[src/rtl/cell_mem_ctrl.sv]
// Cell position RAM controller: arbitrates the single RAM port between a
// burst reader (count word, then every particle) and a single-word writer.
module cell_mem_ctrl #(
    parameter int unsigned DATA_WIDTH   = 96,
    parameter int unsigned PARTICLE_NUM = 220,
    parameter int unsigned ADDR_WIDTH   = 8
) (
    input  logic                  clk,
    input  logic                  rst,
    input  logic                  rd_req,
    output logic                  rd_ack,
    input  logic                  wr_req,
    input  logic [ADDR_WIDTH-1:0] wr_addr,
    input  logic [DATA_WIDTH-1:0] wr_data,
    output logic                  wr_ack,
    output logic [ADDR_WIDTH-1:0] mem_address,
    output logic [DATA_WIDTH-1:0] mem_data,
    output logic                  mem_rden,
    output logic                  mem_wren,
    input  logic [DATA_WIDTH-1:0] mem_q,
    output logic                  out_valid,
    output logic [DATA_WIDTH-1:0] out_data,
    output logic [ADDR_WIDTH-1:0] out_index,
    output logic                  out_last,
    output logic                  rd_done,
    output logic                  busy,
    output logic                  cnt_err,
    output logic [ADDR_WIDTH-1:0] particle_cnt
);

    typedef enum logic [2:0] {
        IDLE,
        RD_CNT,
        CNT_WAIT,
        RD_STREAM,
        DRAIN,
        WR
    } state_t;

    localparam logic [ADDR_WIDTH-1:0] MAX_CNT   = ADDR_WIDTH'(PARTICLE_NUM - 1);
    localparam logic [DATA_WIDTH-1:0] MAX_CNT_W = DATA_WIDTH'(PARTICLE_NUM - 1);

    state_t                  state;
    logic                    phase;          // second cycle of CNT_WAIT / DRAIN
    logic                    last_grant_wr;  // round-robin pointer
    logic                    cnt_over;
    logic [ADDR_WIDTH-1:0]   cnt_clamped;

    // read-return pipeline, one stage behind the RAM's internal register
    logic                    rtn_valid;
    logic [ADDR_WIDTH-1:0]   rtn_index;
    logic                    rtn_last;

    assign out_data = mem_q;

    // The whole word is compared so a count too large for the address field
    // is still flagged rather than silently wrapping.
    always_comb begin
        cnt_over    = (mem_q > MAX_CNT_W);
        cnt_clamped = cnt_over ? MAX_CNT : mem_q[ADDR_WIDTH-1:0];
    end

    // Main sequencer: arbitration, RAM command generation and status outputs
    always_ff @(posedge clk or negedge rst) begin
        if (!rst) begin
            state         <= IDLE;
            phase         <= 1'b0;
            last_grant_wr <= 1'b1;
            rd_ack        <= 1'b0;
            wr_ack        <= 1'b0;
            mem_address   <= '0;
            mem_data      <= '0;
            mem_rden      <= 1'b0;
            mem_wren      <= 1'b0;
            rd_done       <= 1'b0;
            busy          <= 1'b0;
            cnt_err       <= 1'b0;
            particle_cnt  <= '0;
        end else begin
            rd_ack  <= 1'b0;
            wr_ack  <= 1'b0;
            rd_done <= 1'b0;
            case (state)
                IDLE: begin
                    if (rd_req && (!wr_req || last_grant_wr)) begin
                        state         <= RD_CNT;
                        rd_ack        <= 1'b1;
                        busy          <= 1'b1;
                        mem_rden      <= 1'b1;
                        mem_address   <= '0;
                        last_grant_wr <= 1'b0;
                    end else if (wr_req) begin
                        state         <= WR;
                        wr_ack        <= 1'b1;
                        busy          <= 1'b1;
                        mem_wren      <= 1'b1;
                        mem_address   <= wr_addr;
                        mem_data      <= wr_data;
                        last_grant_wr <= 1'b1;
                    end
                end
                RD_CNT: begin
                    state    <= CNT_WAIT;
                    mem_rden <= 1'b0;
                    phase    <= 1'b0;
                end
                CNT_WAIT: begin
                    if (!phase) begin
                        phase <= 1'b1;
                    end else begin
                        phase        <= 1'b0;
                        particle_cnt <= cnt_clamped;
                        if (cnt_over) cnt_err <= 1'b1;
                        if (cnt_clamped == '0) begin
                            // empty cell: one DRAIN cycle carrying rd_done
                            state   <= DRAIN;
                            rd_done <= 1'b1;
                        end else begin
                            state       <= RD_STREAM;
                            mem_rden    <= 1'b1;
                            mem_address <= ADDR_WIDTH'(1);
                        end
                    end
                end
                RD_STREAM: begin
                    if (mem_address == particle_cnt) begin
                        state       <= DRAIN;
                        mem_rden    <= 1'b0;
                        mem_address <= '0;
                        phase       <= 1'b1;
                    end else begin
                        mem_address <= mem_address + 1'b1;
                    end
                end
                DRAIN: begin
                    if (phase) begin
                        phase   <= 1'b0;
                        rd_done <= 1'b1;
                    end else begin
                        state <= IDLE;
                        busy  <= 1'b0;
                    end
                end
                WR: begin
                    state       <= IDLE;
                    busy        <= 1'b0;
                    mem_wren    <= 1'b0;
                    mem_address <= '0;
                    mem_data    <= '0;
                end
                default: state <= IDLE;
            endcase
        end
    end

    // Align particle tags with the 2-cycle RAM read latency
    always_ff @(posedge clk or negedge rst) begin
        if (!rst) begin
            rtn_valid <= 1'b0;
            rtn_index <= '0;
            rtn_last  <= 1'b0;
            out_valid <= 1'b0;
            out_index <= '0;
            out_last  <= 1'b0;
        end else begin
            rtn_valid <= (state == RD_STREAM);
            rtn_index <= (state == RD_STREAM) ? mem_address : '0;
            rtn_last  <= (state == RD_STREAM) && (mem_address == particle_cnt);
            out_valid <= rtn_valid;
            out_index <= rtn_index;
            out_last  <= rtn_last;
        end
    end

endmodule

[config.mk]
export PLATFORM = sky130hd
export DESIGN_NAME = cell_mem_ctrl
export DESIGN_NICKNAME = d
export VERILOG_FILES = /design/src/rtl/cell_mem_ctrl.sv
export SDC_FILE = /design/constraint.sdc
export NUM_CORES = 1
export LEC_CHECK = 0
export ABC_AREA = 1
export BUFFER_PORTS_ARGS = -buffer_cell sky130_fd_sc_hd__buf_4
export CAP_MARGIN = 30
export CORE_AREA = 2 2 165 167
export DETAILED_ROUTE_END_ITERATION = 10
export DIE_AREA = 0 0 167 169
export PLACE_DENSITY_LB_ADDON = 0.1
export RECOVER_POWER = 25
export SYNTH_ARGS = -nofsm -noshare
export SYNTH_HDL_FRONTEND = slang
export SYNTH_SLANG_ARGS = --single-unit
[constraint.sdc]
create_clock -name clk -period 1.4 [get_ports clk]
set_input_delay 0.42 -clock clk [delete_from_list [all_inputs] [get_ports clk]]
set_output_delay 0.42 -clock clk [all_outputs]
set_load 0.01 [all_outputs]
Word-level counts from Yosys, hierarchy flattened --
Index checks and enable logic that the tools add are counted.
Word-level totals: register bits 144, input bits 204, output and inout port bits 225
Operators by class: add/sub/neg operators 1, order comparisons 1, equality and inequality tests 14, multiplexer cells 42, reduce and logical (&&, ||, !) cells 22
Operator list (count):
- 96-bit two-way mux | 2
- 96-bit case mux with 2 select lines | 1
- 96-bit by 8-bit > comparator with 1-bit output (second input constant) | 1
- 8-bit two-way mux | 7
- 8-bit case mux with 4 select lines | 1
- 1-bit two-way mux | 19
- 3-bit two-way mux | 6
- 3-bit case mux with 5 select lines | 1
- 2-bit != test (second input constant) | 7
- 3-bit AND reduction | 3
- 8-bit by 1-bit adder with 8-bit output (second input constant) | 1
- 8-bit equality test | 1
- 8-bit zero test | 1
- 4-bit AND reduction | 2
- 4-bit nonzero test | 2
- 3-bit by 2-bit equality test with 1-bit output (second input constant) | 2
- 3-bit equality test (second input constant) | 2
- 1-bit case mux with 3 select lines | 2
- 2-bit AND reduction | 3
- 3-bit nonzero test | 2
- 5-bit AND reduction | 1
- 1-bit case mux with 2 select lines | 2
- 1-bit case mux with 4 select lines | 1
- 2-bit nonzero test | 2
- other kinds (7) | 8

Longest topological paths before layout --
depth in word-level cells 6, mapped depth 12, mapped depth without buffers 12

Least setup slack after synthesis --
OpenSTA, ideal clock, no wires.
kind input to register, from input mem_q[13], to register mem_address[7], library setup time 0.118 ns, data arrival time 1.447 ns, data required time 1.282 ns, setup slack -0.165 ns, cell stages on the path 11, buffers on the path 1, cell sequence nor2_1 -> nand2_1 -> nor2_1 -> nand2_1 -> nor2_1 -> nand2_1 -> nor2_2 -> nand4_1 -> buf_2 -> nand3_1 -> nand2_1
Between the ends: word-level cells in the longest chain between the ends 5
RTL lines:
- from (decl) | line 20 | input logic [DATA_WIDTH-1:0] mem_q,
- 96-bit by 8-bit > comparator with 1-bit output | line 59 | cnt_over = (mem_q > MAX_CNT_W);
- 8-bit two-way mux | line 60 | cnt_clamped = cnt_over ? MAX_CNT : mem_q[ADDR_WIDTH-1:0];
- 8-bit zero test | line 114 | if (cnt_clamped == '0) begin
- 2-bit != test (no source line)
- 4-bit AND reduction (no source line)
- to (signal assigned) | line 97 | mem_address <= wr_addr;
- to (signal assigned) | line 132 | mem_address <= mem_address + 1'b1;
- to (decl) | line 16 | output logic [ADDR_WIDTH-1:0] mem_address,
Every way passes these cells. A chain may end at the register's enable or synchronous reset.

Worst setup path in the final report --
from register state[0], to register mem_data[42]
Between the ends: word-level cells in the longest chain between the ends 3, elaborated cells on any way between the ends 7, classes of those cells eq/ne (3); mux (1); reduce/logical (3)
RTL lines:
- from (decl) | line 43 | state_t state;
- from (signal assigned) | line 66 | state <= IDLE;
- from (signal assigned) | line 86 | state <= RD_CNT;
- from (signal assigned) | line 93 | state <= WR;
- 3-bit equality test / 3-bit zero test (equally long branches) | line 83 | case (state)
- 2-bit nonzero test (no source line) / 2-bit != test (equally long branches)
- 3-bit AND reduction (no source line)
- to (signal assigned) | line 98 | mem_data <= wr_data;
- to (decl) | line 17 | output logic [DATA_WIDTH-1:0] mem_data,
Parallel ways exist; a longest one is shown, timed or not.

==> reports/results.ini <==
[route]
route.detailed.drc=0
via_count=6435
dr.pass1.iters=4
post_drt_wl_per_cell_um=17.1
drt_iter0_markers=364
vias_per_cell=4.27
drtAntennaViolNets=0
drt-total-wl_um=25800

[sta]
finalCriticalPeriod_ns=1.58
max_freq_ghz=0.633
drv_slew=0
finalSetupViolations=130
hold_violations=0
rsz0062_at_grt=true
slew_headroom=0.556
post-route-period-util=1.13
setup_ws_ns=-0.181
worst-slew-pin-transition_ns=0.667
clock_skew_ns=0.00896

[layout]
area_growth_pct=88.0
layout-drive-gt1-share=0.630
utilization=0.465
antenna_cells=0
fin_area_um2=12300
final_cell_mix=buf_4 (481), dfrtp_1 (134), buf_6 (110)
layout.cells.non_filler=1507
final_nets=1358
final_common_cell=buf_4

[worst_setup_path]
critical_path_peak_fanout=21
end_kind=flip-flop
crit_type=flip-flop to flip-flop
start_kind=flip-flop
arrival_ns=1.93
required_ns=1.75

[yosys]
async_flop_share=1.00
yosysWarnings=0
synthCells=639
synth_edf_count=0
ys_ff_latch=144
yosys_most_used_dff=dfrtp_1
syn_nets=844
yosysUniqueCellTypes=37
syn_area_per_cell_um2=10.2
synth_area_um2=6550
synth-seq-area-share=0.551

[floorplanning]
die_w_um=167
die_y_um=169
initial_core_util=0.247
design.core.area_um2=26500
ioPinCount=429
die-area_um2=28200
num_rows=60

[cts]
cts_tree=done
clockRootBuffer=clkbuf_16
htree_num_levels=4
cts_sinks=144
numCtsBuffers=17
worstSkewPairLatency_ns=0.41
clock_path_buffers=2
clk_pin_slew_ns=0.07

[global_route]
antenna_found_initial=0
grt_first_pass_wirelength_um=37000
grt_max_degree=47
grtUsageMet3=0.0393
grt.overflow.total=0
busiest_layer=met2
grt.total_usage=0.171
met2_usage=0.316
use_met1=0.199
grt_pass1_vias=6355

[worst_hold_path]
hp-class=primary input to flip-flop

[run_status]
status=complete, but fails checks
failed_checks=setup timing

[placement]
dpl_cell_area_um2=10500
hpwlAfterDp_um=19500
numPortBuffers=428
gp_congestion=0.818
place_inst=1410
place_ws_ns=-0.566

[run]
maxCapViolations=0

[pwr]
power_mw=23.8
ir_worst_vdd_v=0.00113
power-per-cell-area_nw_per_um2=1930
p_leak_nw=6.43

==> stage by stage <==
stage | TNS (ns) | hold WS (ns)
2_1_floorplan | -7.02 | 0.124
5_1_grt | -27.15 | 0.198
6_report | -17.98 | 0.220
3_5_place_dp | -24.86 | 0.336
3_3_place_gp | -25.06 | 0.334
4_1_cts | -15.78 | 0.200
==> layer usage <==
| metal | vias up | part of all wire |
|---|---|---|
| met4 | 0 | 0.012 |
| met3 | 19 | 0.062 |
| met1 | 3015 | 0.37 |
| met5 | - | 0 |
| met2 | 295 | 0.55 |
| li1 | 3106 | - |
==> timing repair <==
action	in CTS	in global routing
setup buffers	20	39
gates cloned	1	6
pin swaps	29	31
gates resized for setup	98	108
hold buffers	1	0
hold endpoints to repair	29	0
setup endpoints to repair	149	224
==> final cells by class <==
class	instances	area, um2
clock buffers	18	439
well taps	341	427
clock inverters	14	145
fillers	2560	14200
repair buffers	613	5260
flip-flops and latches	144	3620
inverters	42	169
multi-input cells	335	2250
==> path summary, 6_finish.rpt <==
check	slack [ns]	to	startpoint	cells after the start
setup / recovery	-0.18	mem_data[42]	state[0]	7
hold / removal	0.22	mem_data[2]	wr_data[2]	2
setup reg to reg	-0.18	mem_data[42]	state[0]	7
hold reg to reg	0.34	out_index[1]	rtn_index[1]	0
max in group asynchronous	0.19	mem_data[68]	rst	3
min in group asynchronous	0.59	mem_data[12]	rst	2
==> state kept, by name (all words and copies together) (netlist names), 3 cells and up <==
register      cells
mem_address       8
out_index         8
mem_data         96
state             3
rtn_index         8
particle_cnt      8
==> report_power, final <==
group,internal (mW),leakage [nW],switching (mW)
registers,5.81,1.85,1.10
clock network,2.56,0.284,1.97
logic,7.09,4.29,5.25
total,15.5,6.43,8.32
==> synth_stat cells (2+ instances only) <==
| library cell | n | area (um2) |
|---|---|---|
| dfrtp_1 | 143 | 3580 |
| buf_4 | 101 | 758 |
| a22o_1 | 96 | 841 |
| nand2_1 | 83 | 312 |
| nor2_1 | 77 | 289 |
| inv_1 | 37 | 139 |
| nand3_1 | 22 | 110 |
| o21ai_0 | 13 | 65.1 |
| clkbuf_1 | 6 | 22.5 |
| nand4_1 | 6 | 37.5 |
| a21oi_1 | 5 | 25.0 |
| buf_2 | 5 | 25.0 |
| a22oi_1 | 4 | 30.0 |
| buf_1 | 4 | 15.0 |
| inv_2 | 4 | 15.0 |
| xor2_1 | 4 | 35.0 |
| nor3_1 | 3 | 15.0 |
| xnor2_1 | 3 | 26.3 |
| buf_6 | 2 | 22.5 |
| nand2_2 | 2 | 12.5 |
| nor2_2 | 2 | 12.5 |
| o21ai_2 | 2 | 17.5 |
==> critical path, stage by stage, from the launching register on <==
cell	delay [ns]
dfrtp_2	0.44
nor3_4	0.23
nand2_2	0.10
buf_4	0.15
nor2_4	0.09
buf_12	0.17
buf_12	0.17
a22o_1	0.16
==> cells by family (layout without fill, tap and decap cells) <==
| group | after synthesis | count (layout) | share of synthesized area |
|---|---|---|---|
| adders and majority gates | 1 | 1 | 0.00191 |
| AOI/OAI and AO/OA | 128 | 128 | 0.158 |
| xor gates and xnor gates | 7 | 7 | 0.00936 |
| buffers and inverters | 160 | 687 | 0.153 |
| and+or+nand+nor | 199 | 199 | 0.127 |
| DFF | 144 | 144 | 0.551 |
Power figures use the tool's default switching activity.
